===== config.mk =====
export PLATFORM = sky130hd
export DESIGN_NAME = uart_ctl_fifo_flat
export DESIGN_NICKNAME = d
export VERILOG_FILES = /design/src/rtl/uart_ctl_fifo_if.sv /design/src/rtl/uart_ctl_fifo.sv /design/src/flat_wrapper.sv
export SDC_FILE = /design/constraint.sdc
export NUM_CORES = 1
export LEC_CHECK = 0
export ABC_AREA = 1
export CAP_MARGIN = 20
export CORE_MARGIN = 8
export CORE_UTILIZATION = 35
export CTS_BUF_LIST = sky130_fd_sc_hd__clkbuf_4
export DETAILED_ROUTE_END_ITERATION = 7
export HOLD_SLACK_MARGIN = 0.02
export PLACE_DENSITY_LB_ADDON = 0.3
export SLEW_MARGIN = 20
export SYNTH_ARGS = -nofsm -noshare
export SYNTH_HDL_FRONTEND = slang
export SYNTH_SLANG_ARGS = --single-unit

===== constraint.sdc =====
create_clock -name clk_i -period 5.8 [get_ports clk_i]
set_clock_uncertainty 0.1 [all_clocks]
set_input_delay 1.16 -clock clk_i [delete_from_list [all_inputs] [get_ports clk_i]]
set_output_delay 1.16 -clock clk_i [all_outputs]
set_load 0.03 [all_outputs]

===== src/rtl/uart_ctl_fifo_if.sv =====
// Host-side byte interface of uart_ctl_fifo: TX request/data, RX FIFO head and status flags.
// The host side uses the master modport, the UART the slave modport.
interface uart_ctl_fifo_if #(
  parameter int unsigned DATA_BITS = 8
);
  logic [DATA_BITS-1:0] din;
  logic                 tx_en;
  logic                 tx_rdy;
  logic [DATA_BITS-1:0] dout;
  logic                 d_rdy;
  logic                 rd_en;
  logic                 frm_err;
  logic                 par_err;
  logic                 rx_ovf;

  modport master (
    output din, tx_en, rd_en,
    input  tx_rdy, dout, d_rdy, frm_err, par_err, rx_ovf
  );

  modport slave (
    input  din, tx_en, rd_en,
    output tx_rdy, dout, d_rdy, frm_err, par_err, rx_ovf
  );
endinterface


===== src/rtl/uart_ctl_fifo.sv =====
// Full-duplex UART: shared 16x baud tick, TX FSM, majority-vote RX FSM, show-ahead RX FIFO.
// Define UART_PARITY_EN to add a parity bit (PAR_ODD selects odd parity) on both paths.
module uart_ctl_fifo #(
  parameter int unsigned CLK_HZ    = 50_000_000,
  parameter int unsigned BAUD      = 115_200,
  parameter int unsigned DATA_BITS = 8,
  parameter int unsigned STOP_BITS = 1,
  parameter int unsigned RX_DEPTH  = 4,
  parameter bit          PAR_ODD   = 1'b0
) (
  input  logic           clk_i,
  input  logic           rst_ni,
  input  logic           rx_i,
  output logic           tx_o,
  uart_ctl_fifo_if.slave host
);

  localparam int unsigned DIV      = CLK_HZ / (16 * BAUD);
  localparam int unsigned DivW     = (DIV > 1) ? $clog2(DIV) : 1;
  localparam int unsigned PtrW     = $clog2(RX_DEPTH);
  localparam logic [4:0]  StopLast = 5'(16 * STOP_BITS - 1);
  localparam logic [2:0]  BitLast  = 3'(DATA_BITS - 1);

`ifdef UART_PARITY_EN
  typedef enum logic [2:0] {RxIdle, RxStart, RxData, RxParity, RxStop} rx_state_e;
  typedef enum logic [2:0] {TxIdle, TxArm, TxStart, TxData, TxParity, TxStop} tx_state_e;
`else
  typedef enum logic [2:0] {RxIdle, RxStart, RxData, RxStop} rx_state_e;
  typedef enum logic [2:0] {TxIdle, TxArm, TxStart, TxData, TxStop} tx_state_e;
`endif

  // Baud generator
  logic [DivW-1:0] baud_q, baud_d;
  logic            tick;

  assign tick   = (baud_q == DivW'(DIV - 1));
  assign baud_d = tick ? '0 : baud_q + 1'b1;

  always_ff @(posedge clk_i or negedge rst_ni) begin
    if (!rst_ni) baud_q <= '0;
    else         baud_q <= baud_d;
  end

  // RX path
  logic [1:0]           sync_q;
  logic                 rx_s;
  rx_state_e            rx_st_q, rx_st_d;
  logic [3:0]           rx_tck_q, rx_tck_d;
  logic [1:0]           rx_vote_q, rx_vote_d;
  logic [2:0]           rx_bit_q, rx_bit_d;
  logic [DATA_BITS-1:0] rx_sh_q, rx_sh_d;
  logic [2:0]           votes;
  logic                 maj;
  logic                 wr_req, frm_err_d, frm_err_q;
`ifdef UART_PARITY_EN
  logic                 rx_par_bad_q, rx_par_bad_d, par_err_d, par_err_q;
`endif

  assign rx_s  = sync_q[1];
  // Samples of ticks 7 and 8 are held; tick 9 is the live sample.
  assign votes = {rx_vote_q, rx_s};
  assign maj   = (votes[0] & votes[1]) | (votes[0] & votes[2]) | (votes[1] & votes[2]);

  always_comb begin
    rx_st_d   = rx_st_q;
    rx_tck_d  = rx_tck_q;
    rx_vote_d = rx_vote_q;
    rx_bit_d  = rx_bit_q;
    rx_sh_d   = rx_sh_q;
    wr_req    = 1'b0;
    frm_err_d = 1'b0;
`ifdef UART_PARITY_EN
    rx_par_bad_d = rx_par_bad_q;
    par_err_d    = 1'b0;
`endif
    if (rx_st_q == RxIdle) begin
      rx_tck_d = '0;
      if (!rx_s) rx_st_d = RxStart;
    end else if (tick) begin
      rx_tck_d = rx_tck_q + 4'd1;
      if (rx_tck_q inside {4'd7, 4'd8}) rx_vote_d = {rx_vote_q[0], rx_s};
      case (rx_st_q)
        RxStart: begin
          if (rx_tck_q == 4'd9 && maj) begin
            rx_st_d = RxIdle;
          end else if (rx_tck_q == 4'd15) begin
            rx_st_d  = RxData;
            rx_bit_d = '0;
          end
        end
        RxData: begin
          if (rx_tck_q == 4'd9) rx_sh_d = {maj, rx_sh_q[DATA_BITS-1:1]};
          if (rx_tck_q == 4'd15) begin
            if (rx_bit_q == BitLast) begin
`ifdef UART_PARITY_EN
              rx_st_d = RxParity;
`else
              rx_st_d = RxStop;
`endif
            end else begin
              rx_bit_d = rx_bit_q + 3'd1;
            end
          end
        end
`ifdef UART_PARITY_EN
        RxParity: begin
          if (rx_tck_q == 4'd9)  rx_par_bad_d = maj ^ (^rx_sh_q) ^ PAR_ODD;
          if (rx_tck_q == 4'd15) rx_st_d = RxStop;
        end
`endif
        RxStop: begin
          if (rx_tck_q == 4'd9) begin
            rx_st_d   = RxIdle;
            frm_err_d = ~maj;
`ifdef UART_PARITY_EN
            par_err_d = rx_par_bad_q;
            wr_req    = maj & ~rx_par_bad_q;
`else
            wr_req    = maj;
`endif
          end
        end
        default: rx_st_d = RxIdle;
      endcase
    end
  end

  always_ff @(posedge clk_i or negedge rst_ni) begin
    if (!rst_ni) begin
      sync_q    <= 2'b11;
      rx_st_q   <= RxIdle;
      rx_tck_q  <= '0;
      rx_vote_q <= '0;
      rx_bit_q  <= '0;
      rx_sh_q   <= '0;
      frm_err_q <= 1'b0;
`ifdef UART_PARITY_EN
      rx_par_bad_q <= 1'b0;
      par_err_q    <= 1'b0;
`endif
    end else begin
      sync_q    <= {sync_q[0], rx_i};
      rx_st_q   <= rx_st_d;
      rx_tck_q  <= rx_tck_d;
      rx_vote_q <= rx_vote_d;
      rx_bit_q  <= rx_bit_d;
      rx_sh_q   <= rx_sh_d;
      frm_err_q <= frm_err_d;
`ifdef UART_PARITY_EN
      rx_par_bad_q <= rx_par_bad_d;
      par_err_q    <= par_err_d;
`endif
    end
  end

  // RX FIFO
  logic [DATA_BITS-1:0] mem_q [RX_DEPTH];
  logic [PtrW-1:0]      wr_ptr_q, rd_ptr_q;
  logic [PtrW:0]        cnt_q, cnt_d;
  logic                 fifo_empty, fifo_full, rd_ok, wr_ok, rx_ovf_q, rx_ovf_d;

  assign fifo_empty = (cnt_q == '0);
  assign fifo_full  = (cnt_q == (PtrW+1)'(RX_DEPTH));
  assign rd_ok      = host.rd_en & ~fifo_empty;
  // A pop in the same cycle frees the slot, so a full FIFO still accepts the write.
  assign wr_ok      = wr_req & (~fifo_full | rd_ok);

  always_comb begin
    cnt_d    = cnt_q;
    rx_ovf_d = rx_ovf_q;
    if (wr_ok && !rd_ok)      cnt_d = cnt_q + 1'b1;
    else if (!wr_ok && rd_ok) cnt_d = cnt_q - 1'b1;
    if (rd_ok)                rx_ovf_d = 1'b0;
    else if (wr_req && !wr_ok) rx_ovf_d = 1'b1;
  end

  always_ff @(posedge clk_i) begin
    if (wr_ok) mem_q[wr_ptr_q] <= rx_sh_q;
  end

  always_ff @(posedge clk_i or negedge rst_ni) begin
    if (!rst_ni) begin
      wr_ptr_q <= '0;
      rd_ptr_q <= '0;
      cnt_q    <= '0;
      rx_ovf_q <= 1'b0;
    end else begin
      if (wr_ok) wr_ptr_q <= wr_ptr_q + 1'b1;
      if (rd_ok) rd_ptr_q <= rd_ptr_q + 1'b1;
      cnt_q    <= cnt_d;
      rx_ovf_q <= rx_ovf_d;
    end
  end

  assign host.d_rdy   = ~fifo_empty;
  assign host.dout    = fifo_empty ? '0 : mem_q[rd_ptr_q];
  assign host.rx_ovf  = rx_ovf_q;
  assign host.frm_err = frm_err_q;
`ifdef UART_PARITY_EN
  assign host.par_err = par_err_q;
`else
  // PAR_ODD has no effect without the parity bit.
  assign host.par_err = 1'b0 & PAR_ODD;
`endif

  // TX path
  tx_state_e            tx_st_q, tx_st_d;
  logic [4:0]           tx_tck_q, tx_tck_d;
  logic [2:0]           tx_bit_q, tx_bit_d, tx_bit_nx;
  logic [DATA_BITS-1:0] tx_data_q, tx_data_d;
  logic                 tx_q, tx_d;

  always_comb begin
    tx_st_d   = tx_st_q;
    tx_tck_d  = tx_tck_q;
    tx_bit_d  = tx_bit_q;
    tx_data_d = tx_data_q;
    tx_d      = tx_q;
    tx_bit_nx = tx_bit_q + 3'd1;
    case (tx_st_q)
      TxIdle: begin
        if (host.tx_en) begin
          tx_data_d = host.din;
          tx_st_d   = TxArm;
        end
      end
      TxArm: begin
        if (tick) begin
          tx_d     = 1'b0;
          tx_tck_d = '0;
          tx_st_d  = TxStart;
        end
      end
      TxStart: begin
        if (tick) begin
          if (tx_tck_q == 5'd15) begin
            tx_tck_d = '0;
            tx_bit_d = '0;
            tx_d     = tx_data_q[0];
            tx_st_d  = TxData;
          end else begin
            tx_tck_d = tx_tck_q + 5'd1;
          end
        end
      end
      TxData: begin
        if (tick) begin
          if (tx_tck_q == 5'd15) begin
            tx_tck_d = '0;
            if (tx_bit_q == BitLast) begin
`ifdef UART_PARITY_EN
              tx_d    = (^tx_data_q) ^ PAR_ODD;
              tx_st_d = TxParity;
`else
              tx_d    = 1'b1;
              tx_st_d = TxStop;
`endif
            end else begin
              tx_bit_d = tx_bit_nx;
              tx_d     = tx_data_q[tx_bit_nx];
            end
          end else begin
            tx_tck_d = tx_tck_q + 5'd1;
          end
        end
      end
`ifdef UART_PARITY_EN
      TxParity: begin
        if (tick) begin
          if (tx_tck_q == 5'd15) begin
            tx_tck_d = '0;
            tx_d     = 1'b1;
            tx_st_d  = TxStop;
          end else begin
            tx_tck_d = tx_tck_q + 5'd1;
          end
        end
      end
`endif
      TxStop: begin
        if (tick) begin
          if (tx_tck_q == StopLast) tx_st_d = TxIdle;
          else                      tx_tck_d = tx_tck_q + 5'd1;
        end
      end
      default: tx_st_d = TxIdle;
    endcase
  end

  always_ff @(posedge clk_i or negedge rst_ni) begin
    if (!rst_ni) begin
      tx_st_q   <= TxIdle;
      tx_tck_q  <= '0;
      tx_bit_q  <= '0;
      tx_data_q <= '0;
      tx_q      <= 1'b1;
    end else begin
      tx_st_q   <= tx_st_d;
      tx_tck_q  <= tx_tck_d;
      tx_bit_q  <= tx_bit_d;
      tx_data_q <= tx_data_d;
      tx_q      <= tx_d;
    end
  end

  assign tx_o        = tx_q;
  assign host.tx_rdy = (tx_st_q == TxIdle);

endmodule


===== src/flat_wrapper.sv =====
// flat-port wrapper written by rule: the top's interface ports become plain ports
module uart_ctl_fifo_flat 
#(
  parameter int unsigned CLK_HZ    = 50_000_000,
  parameter int unsigned BAUD      = 115_200,
  parameter int unsigned DATA_BITS = 8,
  parameter int unsigned STOP_BITS = 1,
  parameter int unsigned RX_DEPTH  = 4,
  parameter bit          PAR_ODD   = 1'b0
)
  (clk_i, rst_ni, rx_i, tx_o, host_din, host_tx_en, host_rd_en, host_tx_rdy, host_dout, host_d_rdy, host_frm_err, host_par_err, host_rx_ovf);
  uart_ctl_fifo_if #(.DATA_BITS(DATA_BITS)) host_i ();
  input  logic clk_i;
  input  logic rst_ni;
  input  logic rx_i;
  output logic tx_o;
  input wire logic [$bits(host_i.din)-1:0] host_din;
  input wire logic [$bits(host_i.tx_en)-1:0] host_tx_en;
  input wire logic [$bits(host_i.rd_en)-1:0] host_rd_en;
  output wire logic [$bits(host_i.tx_rdy)-1:0] host_tx_rdy;
  output wire logic [$bits(host_i.dout)-1:0] host_dout;
  output wire logic [$bits(host_i.d_rdy)-1:0] host_d_rdy;
  output wire logic [$bits(host_i.frm_err)-1:0] host_frm_err;
  output wire logic [$bits(host_i.par_err)-1:0] host_par_err;
  output wire logic [$bits(host_i.rx_ovf)-1:0] host_rx_ovf;
  assign host_i.din = host_din;
  assign host_i.tx_en = host_tx_en;
  assign host_i.rd_en = host_rd_en;
  assign host_tx_rdy = host_i.tx_rdy;
  assign host_dout = host_i.dout;
  assign host_d_rdy = host_i.d_rdy;
  assign host_frm_err = host_i.frm_err;
  assign host_par_err = host_i.par_err;
  assign host_rx_ovf = host_i.rx_ovf;
  uart_ctl_fifo #(.CLK_HZ(CLK_HZ), .BAUD(BAUD), .DATA_BITS(DATA_BITS), .STOP_BITS(STOP_BITS), .RX_DEPTH(RX_DEPTH), .PAR_ODD(PAR_ODD)) u_core (.clk_i(clk_i), .rst_ni(rst_ni), .rx_i(rx_i), .tx_o(tx_o), .host(host_i));
endmodule

==> key figures <==
Status
  • Run status: finished, final reports clean

Yosys
  • Syn Nets: 475
  • Register bit total from synthesis: 87
  • Number of flops mapped to enable cells by yosys: 32
  • Post-synthesis sequential area ratio: 55.9%
  • Top_reg_cell synth: dfrtp_1
  • YS warnings: 0
  • Share of the synthesized area in the top cell type: 31.1%
  • Top-count cell post-synth: nand2_1
  • Cells after Synth: 440
  • Avg Synthesized Cell Area: 9.52 um2
  • Ys async rst share: 63.2%
  • Synth cell types: 36
  • Synth area leader: dfrtp_1
  • Largest cells by area after synthesis: dfrtp_1 (31%), edfxtp_1 (23%), nand2_1 (7.2%)
  • Post-Syn Area: 4190 um2
  • Top cells by count, synth: nand2_1 (80), nor2_1 (60), dfrtp_1 (52), inv_1 (52), o21ai_0 (43)

Timing
  • Slew @ Worst Pin: 0.725 ns
  • Relative slew slack: 51.5%
  • Final Critical Period: 3.69 ns
  • Final hold vios: 0
  • Final setup viols: 0
  • Maximum clock rate: 271 MHz
  • Setup Total Neg Slack: 0 ns
  • Fin. max-slew vios: 0
  • RSZ-0062 raised after global routing: no
  • Fin crit share: 63.6%

Placed design
  • Placed cell area: 4580 um2
  • Inst Count DP: 606
  • Port Buffers: 25
  • Post-DP HPWL: 5.46 mm
  • RePlAce Congestion: 0.799

Clocking
  • Clk slew on worst S/H paths: 0.16 ns
  • Post-CTS Resized: 0
  • Clk sinks: 87
  • Postcts setup bufs: 0
  • # H-tree levels: 3
  • CTS Buf Count: 9
  • CTS Buffer Depth: 2
  • CTS hold repair buffers: 0
  • CTS tree: done
  • Clock latency on the worst-skew pair: 0.45 ns
  • CTS Root Buffer Type: clkbuf_4

Cells and area
  • FILL cells: 1188
  • Layout cell share with drive strength beyond 1: 10.3%
  • Syn-to-layout area delta: 12.8%
  • Final #Nets: 505
  • Design area: 4720 um2
  • Final std cells w/o fill: 622
  • Ant diodes: 0

Drt
  • DR DRC count: 0
  • Drt pass-1 iters: 5
  • Via count: 2906
  • WL final: 7.53 mm
  • WL/cell: 12.1 um
  • Initial DRC Count: 105
  • Vias/cell: 4.67
  • Routed Antenna Nets: 0

Floorplanning
  • Total core area: 11900 um2
  • Initial Util: 35.3%
  • Total die area: 15700 um2
  • I/O pin cnt: 27
  • Die Y: 125 um
  • Row cnt: 40
  • Die Width: 125 um

Critical path
  • Crit path max fanout: 9
  • Worst setup path class: reg -> out
  • Arr. time, crit path: 2.43 ns
  • Crit start category: flop
  • Worst endpoint required time: 4.54 ns
  • Crit end category: output port

Min path
  • Worst Hold Class: reg -> reg

Global route
  • Largest net degree at the start of global routing: 56
  • Global-route wire length before repair: 13.4 mm
  • GRT Overall Usage: 10.3%
  • Grt ovf: 0
  • Initial antenna violation count: 0
  • Vias in the first global route: 2993

Run
  • MaxCap Viol Count: 0

Pwr
  • Power Density: 296 nW/um2
  • Leakage power: 2.16 nW
  • Total chip power: 0.00140 W
  • VDD IR-drop max: 0.0877 mV
==> path summary, 6_finish.rpt <==
kind / start / cells after the start / slack, ns / endpoint
setup / recovery: u_core.rd_ptr_q[1] / 5 / 2.11 / host_dout[4]
hold / removal: u_core.sync_q[0] / 0 / 0.27 / u_core.sync_q[1]
setup reg to reg: u_core.baud_q[0] / 16 / 2.95 / u_core.cnt_q[2]
hold reg to reg: u_core.sync_q[0] / 0 / 0.27 / u_core.sync_q[1]
max in group asynchronous: rst_ni / 2 / 4.41 / u_core.host.rx_ovf
min in group asynchronous: rst_ni / 2 / 0.72 / u_core.tx_data_q[2]
==> kinds of logic (layout without fill, tap and decap cells) <==
family | count (synthesis) | in the layout | share of synthesized area, %
buf+inv | 67 | 102 | 6.51
other cells | 1 | 1 | 0.0895
simple gates | 176 | 176 | 18.4
xor+xnor | 5 | 5 | 1.05
mux | 8 | 8 | 2.15
flops | 87 | 87 | 55.9
fa+ha+maj | 22 | 22 | 6.75
compound gates | 74 | 74 | 9.14
==> sequential cells by signal (all words and copies together) (netlist names), 3 cells and up <==
signal	cells
u_core.baud_q	5
u_core.cnt_q	3
u_core.mem_q	32
u_core.rx_bit_q	3
u_core.rx_sh_q	8
u_core.rx_tck_q	4
u_core.tx_bit_q	3
u_core.tx_data_q	8
u_core.tx_st_q	3
u_core.tx_tck_q	5
==> critical path, stage by stage (launching register included) <==
cell and delay, ns:
dfrtp_1 0.53, clkinv_1 0.33, nor2_1 0.20, o21ai_0 0.10, a21oi_1 0.13, clkdlybuf4s50_1 0.69
==> power breakdown <==
group / leakage [nW] / switching (W) / internal, W
combinational: 1.01 / 0.000210 / 0.000146
clock: 0.0748 / 0.000247 / 0.000102
sequential: 1.07 / 0.0000391 / 0.000653
==> layer usage <==
| metal | wire, um | vias to the layer above | share of wire, % | global-route usage (%) |
|---|---|---|---|---|
| met3 | 397 | 9 | 5.3 | 3.40 |
| met5 | 0 | - | 0 | 0 |
| li1 | - | 1494 | - | - |
| met2 | 3580 | 45 | 48 | 17.5 |
| met4 | 93 | 0 | 1.2 | 3.80 |
| met1 | 3460 | 1358 | 46 | 11.9 |
==> per-stage QoR <==
step	util (%)	worst slack, ns	hold WS, ns
after floorplan	-	3.06	0.245
after CTS	39.8	2.04	0.269
after global placement	38.6	2.61	0.247
final	39.8	2.11	0.270
after detailed placement	38.6	2.58	0.247
after global routing	39.8	1.84	0.278
==> layout make-up <==
type	count	area, um2	area share, %
Multi-Input combinational cell	286	1580	33.4
Tap cell	147	184	3.89
Clock inverter	7	75.1	1.59
Clock buffer	9	67.6	1.43
Inverter	60	228	4.82
Timing Repair Buffer	26	253	5.35
Sequential cell	87	2340	49.6
==> layout by cell type, fill, tap and decap left out, types with 2 or more instances in the layout <==
| master | instances |
|---|---|
| nand2_1 | 80 |
| nor2_1 | 60 |
| inv_1 | 52 |
| dfrtp_1 | 52 |
| o21ai_0 | 43 |
| edfxtp_1 | 32 |
| clkdlybuf4s50_1 | 24 |
| a21oi_1 | 21 |
| ha_1 | 21 |
| nand3_1 | 19 |
| clkbuf_4 | 9 |
| o21ai_1 | 8 |
| mux2_2 | 8 |
| nand3_2 | 4 |
| inv_2 | 4 |
| xor2_1 | 4 |
| nor2_2 | 3 |
| inv_8 | 3 |
| dfstp_2 | 3 |
| clkinv_2 | 2 |
| clkinv_1 | 2 |
| nor3_1 | 2 |
| clkinv_4 | 2 |
Note: power is estimated with default switching activity, not from simulation.
